## src/rtl/sic_alu_lock_arb_if.sv

```systemverilog
// Lock-request and shared-ALU bundle between the SIC execute stages
// and the shared-ALU lock arbiter.
interface sic_alu_lock_arb_if #(
  parameter int NUM_SICS = 4,
  parameter int ID_WIDTH = 8
);
  localparam int OW = (NUM_SICS > 1) ? $clog2(NUM_SICS) : 1;

  logic [NUM_SICS-1:0]          sic_req;
  logic [NUM_SICS*ID_WIDTH-1:0] sic_req_issue_id;
  logic [NUM_SICS-1:0]          sic_release;
  logic [NUM_SICS*6-1:0]        sic_alu_op;
  logic [NUM_SICS*32-1:0]       sic_alu_a;
  logic [NUM_SICS*32-1:0]       sic_alu_b;
  logic [NUM_SICS-1:0]          sic_grant;
  logic [5:0]                   alu_op;
  logic [31:0]                  alu_a;
  logic [31:0]                  alu_b;
  logic                         lock_busy;
  logic [OW-1:0]                lock_owner;
  logic                         protocol_err;

  modport master (
    output sic_req, sic_req_issue_id, sic_release,
    output sic_alu_op, sic_alu_a, sic_alu_b,
    input  sic_grant, alu_op, alu_a, alu_b,
    input  lock_busy, lock_owner, protocol_err
  );

  modport slave (
    input  sic_req, sic_req_issue_id, sic_release,
    input  sic_alu_op, sic_alu_a, sic_alu_b,
    output sic_grant, alu_op, alu_a, alu_b,
    output lock_busy, lock_owner, protocol_err
  );
endinterface

```

## src/rtl/sic_alu_lock_arb.sv

```systemverilog
// Shared-ALU lock arbiter: oldest-issue-ID grant, hold until release,
// idle-hold timeout and owner operand mux onto the shared ALU.
module sic_alu_lock_arb #(
  parameter int NUM_SICS = 4,
  parameter int ID_WIDTH = 8,
  parameter int TIMEOUT  = 64
) (
  input logic clk,
  input logic rst,
  sic_alu_lock_arb_if.slave bus
);
  localparam int OW = (NUM_SICS > 1) ? $clog2(NUM_SICS) : 1;
  localparam int CW = (TIMEOUT > 2) ? $clog2(TIMEOUT) : 1;
  localparam logic [CW-1:0] CMAX = CW'(TIMEOUT - 1);

  typedef enum logic {S_FREE, S_BUSY} state_t;

  state_t               state_q, state_d;
  logic [OW-1:0]        owner_q, owner_d;
  logic [CW-1:0]        cnt_q, cnt_d;
  logic                 err_q, err_d;

  logic [NUM_SICS-1:0]  own_oh;
  logic [NUM_SICS-1:0]  cand;
  logic [OW-1:0]        win;
  logic                 win_vld;
  logic [ID_WIDTH-1:0]  win_id;
  logic [ID_WIDTH-1:0]  cur_id;
  logic [ID_WIDTH-1:0]  diff;
  logic                 busy;
  logic                 own_req;
  logic                 own_rel;
  logic                 tmo;
  logic                 free_now;
  logic                 bad_rel;

  logic [5:0]           op_mux;
  logic [31:0]          a_mux;
  logic [31:0]          b_mux;

  assign busy = (state_q == S_BUSY);

  always_comb begin
    own_oh = '0;
    for (int i = 0; i < NUM_SICS; i++)
      own_oh[i] = busy && (owner_q == OW'(i));
  end

  assign own_req  = |(bus.sic_req & own_oh);
  assign own_rel  = |(bus.sic_release & own_oh);
  assign bad_rel  = |(bus.sic_release & ~own_oh);
  assign tmo      = busy && !own_req && !own_rel
                    && (cnt_q == CMAX);
  assign free_now = busy && (own_rel || tmo);

  // The current owner never competes: it either keeps the lock
  // or is the one giving it up this cycle.
  assign cand = bus.sic_req & ~own_oh;

  // Strictly-older replaces the best so far, so ties keep the lower index.
  always_comb begin
    win     = '0;
    win_vld = 1'b0;
    win_id  = '0;
    cur_id  = '0;
    diff    = '0;
    for (int i = 0; i < NUM_SICS; i++) begin
      cur_id = bus.sic_req_issue_id[i*ID_WIDTH +: ID_WIDTH];
      diff   = cur_id - win_id;
      if (cand[i] && (!win_vld || diff[ID_WIDTH-1])) begin
        win     = OW'(i);
        win_vld = 1'b1;
        win_id  = cur_id;
      end
    end
  end

  always_ff @(posedge clk) begin
    if (rst) begin
      state_q <= S_FREE;
      owner_q <= '0;
      cnt_q   <= '0;
      err_q   <= 1'b0;
    end else begin
      state_q <= state_d;
      owner_q <= owner_d;
      cnt_q   <= cnt_d;
      err_q   <= err_d;
    end
  end

  always_comb begin
    state_d = state_q;
    owner_d = owner_q;
    cnt_d   = cnt_q;
    err_d   = err_q | bad_rel | tmo;
    unique case (state_q)
      S_FREE: begin
        if (win_vld) begin
          state_d = S_BUSY;
          owner_d = win;
          cnt_d   = '0;
        end
      end
      S_BUSY: begin
        if (free_now) begin
          cnt_d = '0;
          if (win_vld) owner_d = win;
          else         state_d = S_FREE;
        end else if (own_req) begin
          cnt_d = '0;
        end else if (cnt_q != CMAX) begin
          cnt_d = cnt_q + CW'(1);
        end
      end
      default: state_d = S_FREE;
    endcase
  end

  always_comb begin
    op_mux = '0;
    a_mux  = '0;
    b_mux  = '0;
    for (int i = 0; i < NUM_SICS; i++) begin
      if (own_oh[i]) begin
        op_mux = bus.sic_alu_op[i*6 +: 6];
        a_mux  = bus.sic_alu_a[i*32 +: 32];
        b_mux  = bus.sic_alu_b[i*32 +: 32];
      end
    end
  end

  assign bus.sic_grant    = bus.sic_req & own_oh;
  assign bus.alu_op       = op_mux;
  assign bus.alu_a        = a_mux;
  assign bus.alu_b        = b_mux;
  assign bus.lock_busy    = busy;
  assign bus.lock_owner   = owner_q;
  assign bus.protocol_err = err_q;
endmodule

```

## src/flat_wrapper.sv

```systemverilog
// flat-port wrapper written by rule: the top's interface ports become plain ports
module sic_alu_lock_arb_flat 
#(
  parameter int NUM_SICS = 4,
  parameter int ID_WIDTH = 8,
  parameter int TIMEOUT  = 64
)
  (clk, rst, bus_sic_req, bus_sic_req_issue_id, bus_sic_release, bus_sic_alu_op, bus_sic_alu_a, bus_sic_alu_b, bus_sic_grant, bus_alu_op, bus_alu_a, bus_alu_b, bus_lock_busy, bus_lock_owner, bus_protocol_err);
  sic_alu_lock_arb_if #(.NUM_SICS(NUM_SICS), .ID_WIDTH(ID_WIDTH)) bus_i ();
  input logic clk;
  input logic rst;
  input wire logic [$bits(bus_i.sic_req)-1:0] bus_sic_req;
  input wire logic [$bits(bus_i.sic_req_issue_id)-1:0] bus_sic_req_issue_id;
  input wire logic [$bits(bus_i.sic_release)-1:0] bus_sic_release;
  input wire logic [$bits(bus_i.sic_alu_op)-1:0] bus_sic_alu_op;
  input wire logic [$bits(bus_i.sic_alu_a)-1:0] bus_sic_alu_a;
  input wire logic [$bits(bus_i.sic_alu_b)-1:0] bus_sic_alu_b;
  output wire logic [$bits(bus_i.sic_grant)-1:0] bus_sic_grant;
  output wire logic [$bits(bus_i.alu_op)-1:0] bus_alu_op;
  output wire logic [$bits(bus_i.alu_a)-1:0] bus_alu_a;
  output wire logic [$bits(bus_i.alu_b)-1:0] bus_alu_b;
  output wire logic [$bits(bus_i.lock_busy)-1:0] bus_lock_busy;
  output wire logic [$bits(bus_i.lock_owner)-1:0] bus_lock_owner;
  output wire logic [$bits(bus_i.protocol_err)-1:0] bus_protocol_err;
  assign bus_i.sic_req = bus_sic_req;
  assign bus_i.sic_req_issue_id = bus_sic_req_issue_id;
  assign bus_i.sic_release = bus_sic_release;
  assign bus_i.sic_alu_op = bus_sic_alu_op;
  assign bus_i.sic_alu_a = bus_sic_alu_a;
  assign bus_i.sic_alu_b = bus_sic_alu_b;
  assign bus_sic_grant = bus_i.sic_grant;
  assign bus_alu_op = bus_i.alu_op;
  assign bus_alu_a = bus_i.alu_a;
  assign bus_alu_b = bus_i.alu_b;
  assign bus_lock_busy = bus_i.lock_busy;
  assign bus_lock_owner = bus_i.lock_owner;
  assign bus_protocol_err = bus_i.protocol_err;
  sic_alu_lock_arb #(.NUM_SICS(NUM_SICS), .ID_WIDTH(ID_WIDTH), .TIMEOUT(TIMEOUT)) u_core (.clk(clk), .rst(rst), .bus(bus_i));
endmodule
```

## config.mk

```make
export PLATFORM = sky130hd
export DESIGN_NAME = sic_alu_lock_arb_flat
export DESIGN_NICKNAME = d
export VERILOG_FILES = /design/src/rtl/sic_alu_lock_arb_if.sv /design/src/rtl/sic_alu_lock_arb.sv /design/src/flat_wrapper.sv
export SDC_FILE = /design/constraint.sdc
export NUM_CORES = 1
export LEC_CHECK = 0
export ABC_AREA = 1
export CORE_AREA = 2 2 157 159
export CTS_BUF_LIST = sky130_fd_sc_hd__clkbuf_16
export CTS_CLUSTER_SIZE = 30
export DETAILED_ROUTE_END_ITERATION = 12
export DIE_AREA = 0 0 159 161
export HOLD_SLACK_MARGIN = 0.15
export PLACE_DENSITY = 0.57
export SYNTH_ARGS = -nofsm -noshare
export SYNTH_HDL_FRONTEND = slang
export SYNTH_SLANG_ARGS = --single-unit
```

## constraint.sdc

```tcl
create_clock -name clk -period 15.25 [get_ports clk]
set_input_delay 3.05 -clock clk [delete_from_list [all_inputs] [get_ports clk]]
set_output_delay 3.05 -clock clk [all_outputs]
set_load 0.01 [all_outputs]
```

==> run_results.csv, run 1 <==
group,metric,value,unit
clocking,number_of_clock_buffers_inserted_by_tritoncts,3,
route,route.detailed.drc,0,
layout,post-route-cell-area,7440,µm²
synth,mean_cell_area_of_the_mapped_netlist,5.50,µm²
clocking,postCtsSetupRepairBufs,0,
clocking,post_cts_resize_count,0,
pwr,power_density,63.3,nW/µm²
die,placeableCoreArea,24000,µm²
synth,mappedNetlistArea,3050,µm²
route,num_vias,5456,
synth,yosysSeqAreaShare,0.0656,
synth,dominantRegCellSynth,"sky130_fd_sc_hd__dfxtp_1",
die,num_ports,400,
layout,flow.area_growth_from_synthesis,144,%
route,initialDrtViolationCount,324,
synth,synth.yosys.warnings,0,
worst_setup_path,setup.worst_path.end_class,"output pin",
synth,synth_enable_flop_cells,0,
synth,netlist_cell_types,30,
clocking,clock_tree_from_tritoncts,"done",
layout,register_area,204,µm²
timing,max_freq,129,MHz
worst_setup_path,slowest_delay,0.66,ns
route,vias_per_cell,4.37,
timing,fin_clk_skew,0.000585,ns
pwr,p_leak,2.84,nW
synth,synthArstFlopShare,0,
grt,grt_remaining_overflow,0,
pwr,ir_worst_vdd,0.0000581,V
timing,worst_case_headroom_to_the_max_slew_limit,0.399,
synth,yosys.cell_count.top_type,"sky130_fd_sc_hd__nand2_1",
die,dieWidth,159,µm
timing,final_hold_viols,0,
clocking,cts_root_buffer,"sky130_fd_sc_hd__clkbuf_16",
die,start_util,0.127,
place,place_area,7360,µm²
clocking,cts.htree.levels,1,
clocking,hold_buffer_count_at_cts,0,
synth,synthTopCellsByCount,"148 x sky130_fd_sc_hd__nand2_1, 113 x sky130_fd_sc_hd__nand3_1, 42 x sky130_fd_sc_hd__clkbuf_1, 39 x sky130_fd_sc_hd__o22ai_1, 38 x sky130_fd_sc_hd__a31oi_1",
worst_setup_path,path_class,"input pin to output pin",
worst_setup_path,worstPathCellList,"clkdlybuf4s50_1 > o22ai_1 > a31oi_1 > clkdlybuf4s50_1",
worst_setup_path,worst-endpoint-required,12.20,ns
layout,final.fill_count,2654,
worst_setup_path,startpoint_type,"input pin",
worst_setup_path,arrival,4.72,ns
worst_setup_path,cpMaxStageDelayCell,"sky130_fd_sc_hd__clkdlybuf4s50_1",
timing,drv_slew,0,
grt,grt_first_pass_wirelength,31900,µm
layout,final_nets,1264,
clocking,clock_tree.buffer_depth,2,
synth,synth_top_cells_by_area,"sky130_fd_sc_hd__nand3_1 19%, sky130_fd_sc_hd__nand2_1 18%, sky130_fd_sc_hd__o22ai_1 8.0%, sky130_fd_sc_hd__a22oi_1 7.9%, sky130_fd_sc_hd__a31oi_1 7.8%",
grt,gr-usage-all-layers,0.159,
worst_setup_path,path_max_fanout,1,
timing,setup_violations,0,
layout,footprint_of_the_multi_input_gates,2580,µm²
worst_setup_path,cp_top_family,"buffers and inverters",
timing,final.min_clock_period,7.77,ns
synth,synthesis.nets,896,
run_status,outcome,"complete, no violations",
route,first_pass_iters,7,
die,row_count,57,
place,gp_routability_congestion,0.841,
route,routed_wirelength,22100,µm
die,fp.dieArea,25600,µm²
clocking,cts.sink_count,10,
route,antenna_left,0,
worst_setup_path,critical_path_buf_inv_count,2,
synth,synth_top_cell_by_area,"sky130_fd_sc_hd__nand3_1",
timing,total_negative_setup_slack,0,ns
timing,grt_setup_unrepaired,"false",
route,wl_per_cell,17.7,µm
timing,timing_worst_slew_pin_value,0.900,ns
worst_hold_path,min_path_cells,2,
synth,yosys_register_bits,10,
synth,synthDominantCellAreaShare,0.185,
clocking,worst_setup_hold_path_clk_slew,0.04,ns
grt,grt_pass1_vias,5417,
worst_setup_path,path_depth,4,
worst_setup_path,r2r_cells,28,
worst_hold_path,hold_path_class,"register to register",
synth,number_of_cells_produced_by_synthesis,555,
place,place.detailed.hpwl,17800,µm
die,chipHeight,161,µm
worst_setup_path,cp_common_cell,"sky130_fd_sc_hd__clkdlybuf4s50_1",
grt,antenna_found_initial,1,
timing,fin_crit_sh,0.509,
place,io_buffers,399,
clocking,clock_insertion_delay_worst_skew,0.23,ns
run,timing.max_cap.violations,0,
layout,drive_above_1_share,0.0390,
grt,maximum_number_of_pins_on_one_net_before_global_route_repair,67,
## worst register-to-register path, delay by kind of cell (launching register included)
family	cells	cell delay (ns)
AND/OR/NAND/NOR	16	1.83
AO/OA/AOI/OAI	7	1.22
buffers and inverters	3	0.83
adder cells (fa/ha/maj)	2	0.58
flip-flops	1	0.53
## state kept, by name, indices dropped and copies added (netlist names)
name	cells
u_core.bus.protocol_err	1
u_core.bus.lock_owner	2
u_core.bus.lock_busy	1
u_core.cnt_q	6
## path summary, 6_finish.rpt
check                                        from                                     to  slack, ns
setup / recovery               bus_sic_alu_op[16]                          bus_alu_op[4]       7.48
hold / removal       u_core.cnt_q[5]$_SDFFE_PP0P_           u_core.cnt_q[5]$_SDFFE_PP0P_       0.48
setup reg to reg  u_core.bus.lock_busy$_SDFF_PP0_  u_core.bus.lock_owner[1]$_SDFFE_PP0P_      10.15
hold reg to reg      u_core.cnt_q[5]$_SDFFE_PP0P_           u_core.cnt_q[5]$_SDFFE_PP0P_       0.48
## stage by stage
stage | hold slack [ns] | power, mW | setup WS, ns | std cells | utilization
finish | 0.483 | 0.471 | 7.48 | 1248 | 0.311
global route | 0.503 | 0.509 | 7.28 | 1247 | 0.311
CTS | 0.480 | 0.477 | 7.43 | 1246 | 0.310
detailed placement | 0.471 | 0.427 | 7.44 | 1242 | 0.307
global placement | 0.468 | 0.429 | 7.45 | 1242 | 0.307
floorplan | 0.450 | 0.199 | 8.15 | 555 | -
## cells in the final DEF, fill, tap and decap left out
cell and count:
sky130_fd_sc_hd__nand3_2 5, sky130_fd_sc_hd__a21oi_2 1, sky130_fd_sc_hd__a22oi_1 32, sky130_fd_sc_hd__nand3_1 113, sky130_fd_sc_hd__a211oi_1 2, sky130_fd_sc_hd__nand2_1 147, sky130_fd_sc_hd__nor2_1 18, sky130_fd_sc_hd__o21ai_2 2
sky130_fd_sc_hd__inv_2 5, sky130_fd_sc_hd__dfxtp_1 9, sky130_fd_sc_hd__o21a_1 1, sky130_fd_sc_hd__nand4_1 2, sky130_fd_sc_hd__a221oi_1 2, sky130_fd_sc_hd__o21ai_0 14, sky130_fd_sc_hd__ha_1 19, sky130_fd_sc_hd__clkbuf_16 3
sky130_fd_sc_hd__nor2_2 1, sky130_fd_sc_hd__inv_1 32, sky130_fd_sc_hd__nand2_4 3, sky130_fd_sc_hd__nor4_1 1, sky130_fd_sc_hd__o211ai_1 1, sky130_fd_sc_hd__a21oi_1 13, sky130_fd_sc_hd__nand3_4 1, sky130_fd_sc_hd__nor3_1 1
sky130_fd_sc_hd__nor2_4 3, sky130_fd_sc_hd__a31oi_1 38, sky130_fd_sc_hd__nand2_2 5, sky130_fd_sc_hd__a41oi_1 1, sky130_fd_sc_hd__xor2_1 2, sky130_fd_sc_hd__dfxtp_4 1, sky130_fd_sc_hd__o22ai_1 39, sky130_fd_sc_hd__clkdlybuf4s50_1 399
sky130_fd_sc_hd__diode_2 2, sky130_fd_sc_hd__buf_4 6
## cell type report
type,instances,area share
antenna,2,0.000672
clock buffer,3,0.0101
clock inverter,1,0.000504
inverter,36,0.0182
multi-input combinational,467,0.346
sequential,10,0.0274
tap,324,0.0545
timing repair buffer,405,0.543
## kinds of logic after synthesis
| kind of cell | synth area share |
|---|---|
| adder cells (fa/ha/maj) | 0.0779 |
| flip-flops | 0.0656 |
| AND/OR/NAND/NOR | 0.447 |
| buffers and inverters | 0.0959 |
| AO/OA/AOI/OAI | 0.308 |
| XOR/XNOR | 0.00574 |
## report_power, final
group	switching, mW	internal [mW]	total, mW	leakage [nW]
clock	0.0119	0.0343	0.0462	0.0423
sequential	0.00862	0.0286	0.0372	0.0826
combinational	0.185	0.203	0.388	2.71
total	0.205	0.266	0.471	2.84
## layer usage
metal | wire [µm] | vias up | global-route usage
li1 | - | 2739 | -
met1 | 9320 | 2454 | 0.195
met2 | 11100 | 241 | 0.291
met3 | 1370 | 22 | 0.0300
met4 | 381 | 0 | 0.0314
met5 | 0 | - | 0
No activity file was read; power rests on OpenSTA's default activity.
==> run 2: changes to the inputs <==
--- a/config.mk
+++ b/config.mk
@@ -6,13 +6,13 @@
 export NUM_CORES = 1
 export LEC_CHECK = 0
 export ABC_AREA = 1
-export CORE_AREA = 2 2 157 159
+export CORE_AREA = 2 2 153 155
 export CTS_BUF_LIST = sky130_fd_sc_hd__clkbuf_16
 export CTS_CLUSTER_SIZE = 30
 export DETAILED_ROUTE_END_ITERATION = 12
-export DIE_AREA = 0 0 159 161
+export DIE_AREA = 0 0 155 157
 export HOLD_SLACK_MARGIN = 0.15
-export PLACE_DENSITY = 0.57
+export PLACE_DENSITY = 0.59
 export SYNTH_ARGS = -nofsm -noshare
 export SYNTH_HDL_FRONTEND = slang
 export SYNTH_SLANG_ARGS = --single-unit
==> constraint.sdc (replaced) <==
create_clock -name clk -period 8 [get_ports clk]
set_input_delay 1.6 -clock clk [delete_from_list [all_inputs] [get_ports clk]]
set_output_delay 1.6 -clock clk [all_outputs]
set_load 0.01 [all_outputs]
==> run 2 against run 1 <==
Sequential power up 130%. Clock power up 91%. Worst setup slack worse by 5.6 ns. Flip-flop and latch count unchanged. Total power up 93%. Cell count down 3.0%. Register-to-register slack worse by 7.5 ns. Via count up 1.6%. Utilization up 1.8 points. Clock skew up 0.0011 ns. Critical path depth up 26. Global-route usage up 1.8 points. Critical endpoint is now u_core.bus.lock_owner[1]$_SDFFE_PP0P_.
==> run_results.csv, run 2 (synthesized netlist as in run 1, its figures left out) <==
group,metric,value,unit
layout,layout.cells.most_common,"sky130_fd_sc_hd__clkdlybuf4s50_1",
clocking,clock_insertion_delay_worst_skew,0.23,ns
worst_hold_path,hold_path_end,"u_core.cnt_q[1]$_SDFFE_PP0P_",
timing,drv_slew,0,
layout,flow.area_growth_from_synthesis,142,%
clocking,post_cts_resize_count,0,
timing,max_freq,165,MHz
layout,final_nets,1264,
clocking,clock_tree.buffer_depth,2,
grt,antenna_found_initial,6,
pwr,post-layout-total-power,0.908,mW
route,route.detailed.drc,0,
timing,grt_setup_unrepaired,"false",
layout,post-route-cell-area,7400,µm²
route,num_vias,5546,
worst_setup_path,startpoint_type,"input pin",
worst_hold_path,hold_path_class,"register to register",
layout,drive_above_1_share,0.0369,
grt,grt_remaining_overflow,0,
route,antenna_left,0,
layout,largest_reg_flops,6,
layout,final.fill_count,2434,
clocking,number_of_clock_buffers_inserted_by_tritoncts,3,
pwr,power_density,123,nW/µm²
die,chipHeight,157,µm
die,row_count,55,
timing,worst_case_headroom_to_the_max_slew_limit,0.329,
timing,final_critical_path_setup_slack,1.93,ns
route,wl_per_cell,19.7,µm
place,place.detailed.hpwl,19500,µm
clocking,clock_tree_from_tritoncts,"done",
clocking,hold_buffer_count_at_cts,0,
worst_setup_path,cpMaxStageDelayCell,"sky130_fd_sc_hd__clkdlybuf4s50_1",
grt,grt_first_pass_wirelength,32700,µm
worst_setup_path,r2r_cells,31,
die,placeableCoreArea,22500,µm²
run,timing.max_cap.violations,0,
route,routed_wirelength,23900,µm
clocking,worst_setup_hold_path_clk_slew,0.04,ns
die,start_util,0.136,
layout,regMostFlops,"u_core.cnt_q",
worst_setup_path,crit-reg2reg-launch,"u_core.bus.lock_owner[0]$_SDFFE_PP0P_",
worst_setup_path,arrival,6.20,ns
timing,total_negative_setup_slack,0,ns
grt,maximum_number_of_pins_on_one_net_before_global_route_repair,77,
pwr,ir_worst_vdd,0.0000849,V
worst_setup_path,setup.worst_path.end_class,"register",
timing,timing_worst_slew_pin_value,1.00,ns
place,worst_setup_timing_slack_at_the_placement_stage,1.67,ns
worst_setup_path,path_max_fanout,16,
worst_hold_path,hold_startpoint,"u_core.cnt_q[1]$_SDFFE_PP0P_",
clocking,cts_root_buffer,"sky130_fd_sc_hd__clkbuf_16",
grt,grt_pass1_vias,5356,
timing,final.min_clock_period,6.07,ns
clocking,postCtsSetupRepairBufs,0,
worst_setup_path,path_class,"input pin to register",
worst_setup_path,crit-reg2reg-capture,"u_core.bus.lock_owner[1]$_SDFFE_PP0P_",
die,fp.dieArea,24300,µm²
grt,gr-usage-all-layers,0.177,
timing,final_hold_viols,0,
route,vias_per_cell,4.58,
worst_setup_path,worst-endpoint-required,8.12,ns
route,initialDrtViolationCount,350,
worst_setup_path,cp_common_cell,"sky130_fd_sc_hd__nand2_1",
die,num_ports,400,
timing,setup_violations,0,
timing,fin_clk_skew,0.00166,ns
place,io_buffers,399,
clocking,cts.sink_count,10,
place,gp_routability_congestion,0.843,
pwr,p_leak,2.83,nW
layout,highest_count_cells_in_the_layout_ignoring_fill_and_taps,"399 x sky130_fd_sc_hd__clkdlybuf4s50_1, 147 x sky130_fd_sc_hd__nand2_1, 113 x sky130_fd_sc_hd__nand3_1",
place,place_area,7310,µm²
timing,fin_crit_sh,0.759,
route,first_pass_iters,7,
worst_setup_path,slowest_delay,0.57,ns
worst_setup_path,reg2reg_setup_slack,2.67,ns
die,dieWidth,155,µm
run_status,outcome,"complete, no violations",
worst_hold_path,min_path_cells,2,
clocking,cts.htree.levels,1,
[run 2: worst max-delay path: cells and delay by family]
family	cells	cell delay (ns)
compound gates	9	1.59
simple gates	16	1.43
fa+ha+maj	3	0.85
buf+inv	2	0.71
[run 2: worst max-delay path by stage]
stage,startpoint,endpoint,slack [ns]
2_1_floorplan,bus_sic_req[0],u_core.bus.lock_owner[1]$_SDFFE_PP0P_,2.35
3_3_place_gp,bus_sic_req[0],u_core.bus.lock_owner[1]$_SDFFE_PP0P_,1.83
3_5_place_dp,bus_sic_req[0],u_core.bus.lock_owner[1]$_SDFFE_PP0P_,1.67
4_1_cts,bus_sic_req[0],u_core.bus.lock_owner[1]$_SDFFE_PP0P_,1.91
5_1_grt,bus_sic_req[0],u_core.bus.lock_owner[1]$_SDFFE_PP0P_,1.53
6_report,bus_sic_req[0],u_core.bus.lock_owner[1]$_SDFFE_PP0P_,1.93
[run 2: where the power goes]
group          internal (mW)  total, mW  switching [mW]
Combinational          0.387      0.734           0.346
Sequential            0.0545     0.0863          0.0318
Clock                 0.0655     0.0882          0.0227
[run 2: area by class of cell]
| cell class | instances | area (µm²) | area share |
|---|---|---|---|
| Antenna cell | 4 | 10.0 | 0.00135 |
| Clock buffer | 3 | 75.1 | 0.0101 |
| Clock inverter | 1 | 3.75 | 0.000507 |
| Inverter | 36 | 135 | 0.0183 |
| Multi-Input combinational cell | 467 | 2580 | 0.348 |
| Sequential cell | 10 | 204 | 0.0276 |
| Tap cell | 285 | 357 | 0.0482 |
| Timing Repair Buffer | 405 | 4040 | 0.546 |
[run 2: per-stage QoR]
step                      instances   util  hold slack (ns)
after global routing           1207  0.328            0.517
after floorplan                 555      -            0.450
final                          1211  0.329            0.479
after detailed placement       1203  0.325            0.474
after global placement         1203  0.325            0.464
after CTS                      1207  0.328            0.482
[run 2: layer usage]
layer / share of wire / vias to the layer above / track usage
li1: - / 2741 / -
met1: 0.40 / 2480 / 0.224
met2: 0.48 / 295 / 0.305
met3: 0.10 / 24 / 0.0523
met4: 0.011 / 6 / 0.0225
met5: 0.0014 / - / 0
==> run 3: changes to the inputs <==
--- a/config.mk
+++ b/config.mk
@@ -6,11 +6,11 @@
 export NUM_CORES = 1
 export LEC_CHECK = 0
 export ABC_AREA = 1
-export CORE_AREA = 2 2 153 155
+export CORE_AREA = 2 2 155 157
 export CTS_BUF_LIST = sky130_fd_sc_hd__clkbuf_16
 export CTS_CLUSTER_SIZE = 30
 export DETAILED_ROUTE_END_ITERATION = 12
-export DIE_AREA = 0 0 155 157
+export DIE_AREA = 0 0 157 159
 export HOLD_SLACK_MARGIN = 0.15
 export PLACE_DENSITY = 0.59
 export SYNTH_ARGS = -nofsm -noshare
==> constraint.sdc (replaced) <==
create_clock -name clk -period 5.2 [get_ports clk]
set_input_delay 1.04 -clock clk [delete_from_list [all_inputs] [get_ports clk]]
set_output_delay 1.04 -clock clk [all_outputs]
set_load 0.01 [all_outputs]
==> run 3 against run 2 <==
Via count is 2.7% higher. Sequential share of layout area is 0.15 points lower. Highest routed layer unchanged. Clock power is 58% higher. Die area is 2.6% higher.
==> run_results.csv, run 3 (synthesized netlist as in run 1, its figures left out) <==
group,metric,value,unit
run_status,outcome,"complete, no violations",
layout,stdcell_count,1277,
clocking,number_of_clock_buffers_inserted_by_tritoncts,3,
grt,maximum_number_of_pins_on_one_net_before_global_route_repair,72,
die,row_count,56,
layout,footprint_of_the_multi_input_gates,2720,µm²
worst_setup_path,crit-reg2reg-launch,"u_core.bus.lock_owner[1]$_SDFFE_PP0P_",
worst_setup_path,cp_top_family,"simple AND/OR/NAND/NOR gates",
worst_setup_path,r2r_cells,35,
pwr,total_switching_power,0.634,mW
worst_setup_path,cp-startpoint,"bus_sic_req_issue_id[6]",
timing,worst_case_headroom_to_the_max_slew_limit,0.442,
route,vias_per_cell,4.46,
layout,postLayoutCoreUtil,0.337,
timing,max_freq,204,MHz
timing,final.min_clock_period,4.89,ns
worst_setup_path,arrival,5.02,ns
timing,drv_slew,0,
run,timing.max_cap.violations,0,
clocking,clock_tree_from_tritoncts,"done",
pwr,internal_power,0.840,mW
clocking,clock_tree.buffer_depth,2,
clocking,worst_setup_hold_path_clk_slew,0.04,ns
clocking,cts.htree.levels,1,
place,place.detailed.hpwl,18200,µm
worst_setup_path,startpoint_type,"input pin",
worst_setup_path,setup.worst_path.end_class,"register",
pwr,power_density,188,nW/µm²
pwr,ir_worst_vdd,0.0000901,V
worst_setup_path,crit_path_end,"u_core.bus.lock_owner[1]$_SDFFE_PP0P_",
worst_setup_path,cpMaxStageDelayCell,"sky130_fd_sc_hd__clkdlybuf4s50_1",
layout,layout.cells.most_common,"sky130_fd_sc_hd__clkdlybuf4s50_1",
pwr,sw_frac,0.430,
worst_hold_path,hold_path_class,"register to register",
worst_setup_path,path_class,"input pin to register",
die,fp.dieArea,25000,µm²
layout,drive_above_1_share,0.0942,
timing,fin_clk_skew,0.00192,ns
timing,timing_worst_slew_pin_value,0.837,ns
die,chipHeight,159,µm
worst_setup_path,reg2reg_setup_slack,0.59,ns
grt,gr-usage-all-layers,0.166,
worst_setup_path,slowest_delay,0.50,ns
layout,regMostFlops,"u_core.cnt_q",
die,placeableCoreArea,23200,µm²
worst_setup_path,path_max_fanout,6,
layout,register_area,204,µm²
route,antenna_left,0,
clocking,cts.sink_count,10,
route,route.detailed.drc,0,
grt,grt_first_pass_wirelength,32000,µm
die,num_ports,400,
clocking,cts_root_buffer,"sky130_fd_sc_hd__clkbuf_16",
place,io_buffers,399,
timing,fin_crit_sh,0.941,
grt,grt_pass1_vias,5683,
pwr,seq_power_share,0.063,
timing,final_hold_viols,0,
route,num_vias,5696,
grt,grt_remaining_overflow,0,
place,place_area,7550,µm²
route,routed_wirelength,22500,µm
pwr,power.combinational.fraction,0.843,
timing,setup_violations,0,
place,place_inst,1263,
timing,total_negative_setup_slack,0,ns
layout,highest_count_cells_in_the_layout_ignoring_fill_and_taps,"398 x sky130_fd_sc_hd__clkdlybuf4s50_1, 141 x sky130_fd_sc_hd__nand2_1, 112 x sky130_fd_sc_hd__nand3_1",
worst_setup_path,path_depth,31,
worst_setup_path,critical_path_buf_inv_count,2,
worst_setup_path,crit-reg2reg-capture,"u_core.bus.lock_owner[1]$_SDFFE_PP0P_",
worst_setup_path,worst-endpoint-required,5.33,ns
place,gp_routability_congestion,0.907,
route,initialDrtViolationCount,293,
route,wl_per_cell,17.6,µm
die,dieWidth,157,µm
pwr,clock_power_share,0.094,
grt,antenna_found_initial,5,
clocking,clock_insertion_delay_worst_skew,0.24,ns
layout,post-route-cell-area,7830,µm²
layout,final_nets,1297,
layout,flow.area_growth_from_synthesis,156,%
layout,final.fill_count,2554,
pwr,p_leak,3.01,nW
die,start_util,0.132,
route,first_pass_iters,6,
worst_setup_path,cp_common_cell,"sky130_fd_sc_hd__nand2_1",
layout,largest_reg_flops,6,
## run 3: area by class of cell
class / count / area share
Antenna cell: 3 / 0.000959
Clock buffer: 3 / 0.00959
Clock inverter: 1 / 0.000480
Inverter: 36 / 0.0176
Multi-Input combinational cell: 469 / 0.347
Sequential cell: 10 / 0.0261
Tap cell: 319 / 0.0510
Timing Repair Buffer: 436 / 0.547
## run 3: power groups by stage
stage | registers [mW] | logic, mW | clock network (mW)
final | 0.0928 | 1.24 | 0.139
after global routing | 0.0944 | 1.34 | 0.147
after CTS | 0.0932 | 1.21 | 0.143
after detailed placement | 0.0944 | 1.20 | 0
after global placement | 0.0943 | 1.20 | 0
after floorplan | 0.0931 | 0.491 | 0
## run 3: layer usage
metal	up-vias	global-route usage	part of all wire
li1	2812	-	-
met1	2576	0.191	0.39
met2	277	0.309	0.51
met3	27	0.0378	0.087
met4	4	0.0354	0.017
met5	-	0	0.00098
## run 3: how the worst min path moves through the flow
stage | start | endpoint | cells after the start
after global placement | u_core.cnt_q[5]$_SDFFE_PP0P_ | u_core.cnt_q[5]$_SDFFE_PP0P_ | 2
after global routing | u_core.cnt_q[5]$_SDFFE_PP0P_ | u_core.cnt_q[5]$_SDFFE_PP0P_ | 2
final | u_core.cnt_q[5]$_SDFFE_PP0P_ | u_core.cnt_q[5]$_SDFFE_PP0P_ | 2
after detailed placement | u_core.cnt_q[5]$_SDFFE_PP0P_ | u_core.cnt_q[5]$_SDFFE_PP0P_ | 2
after CTS | u_core.cnt_q[5]$_SDFFE_PP0P_ | u_core.cnt_q[5]$_SDFFE_PP0P_ | 2
after floorplan | u_core.cnt_q[5]$_SDFFE_PP0P_ | u_core.cnt_q[5]$_SDFFE_PP0P_ | 2
## run 3: timing repair
action | in CTS | in global routing
endpoints found under the setup margin | 2 | 2
buffers inserted | 0 | 5
resized for setup | 1 | 35
cloned | 0 | 2
hold buffers | 0 | 0
pin swaps | 0 | 16
## run 3: through the flow
stage | total power, mW | worst slack [ns] | hold slack (ns)
global placement | 1.29 | -0.172 | 0.468
floorplan | 0.584 | 0.105 | 0.450
CTS | 1.45 | 0.0184 | 0.480
detailed placement | 1.30 | -0.310 | 0.470
finish | 1.47 | 0.305 | 0.478
global route | 1.59 | -0.0164 | 0.514
## run 3: worst reg2reg max path: cells and delay by family, from the launching register on
kind | cells | cell delay (ns)
compound gates | 7 | 1.04
fa+ha+maj | 3 | 0.76
buf+inv | 3 | 0.36
flops | 1 | 0.52
simple gates | 22 | 1.82
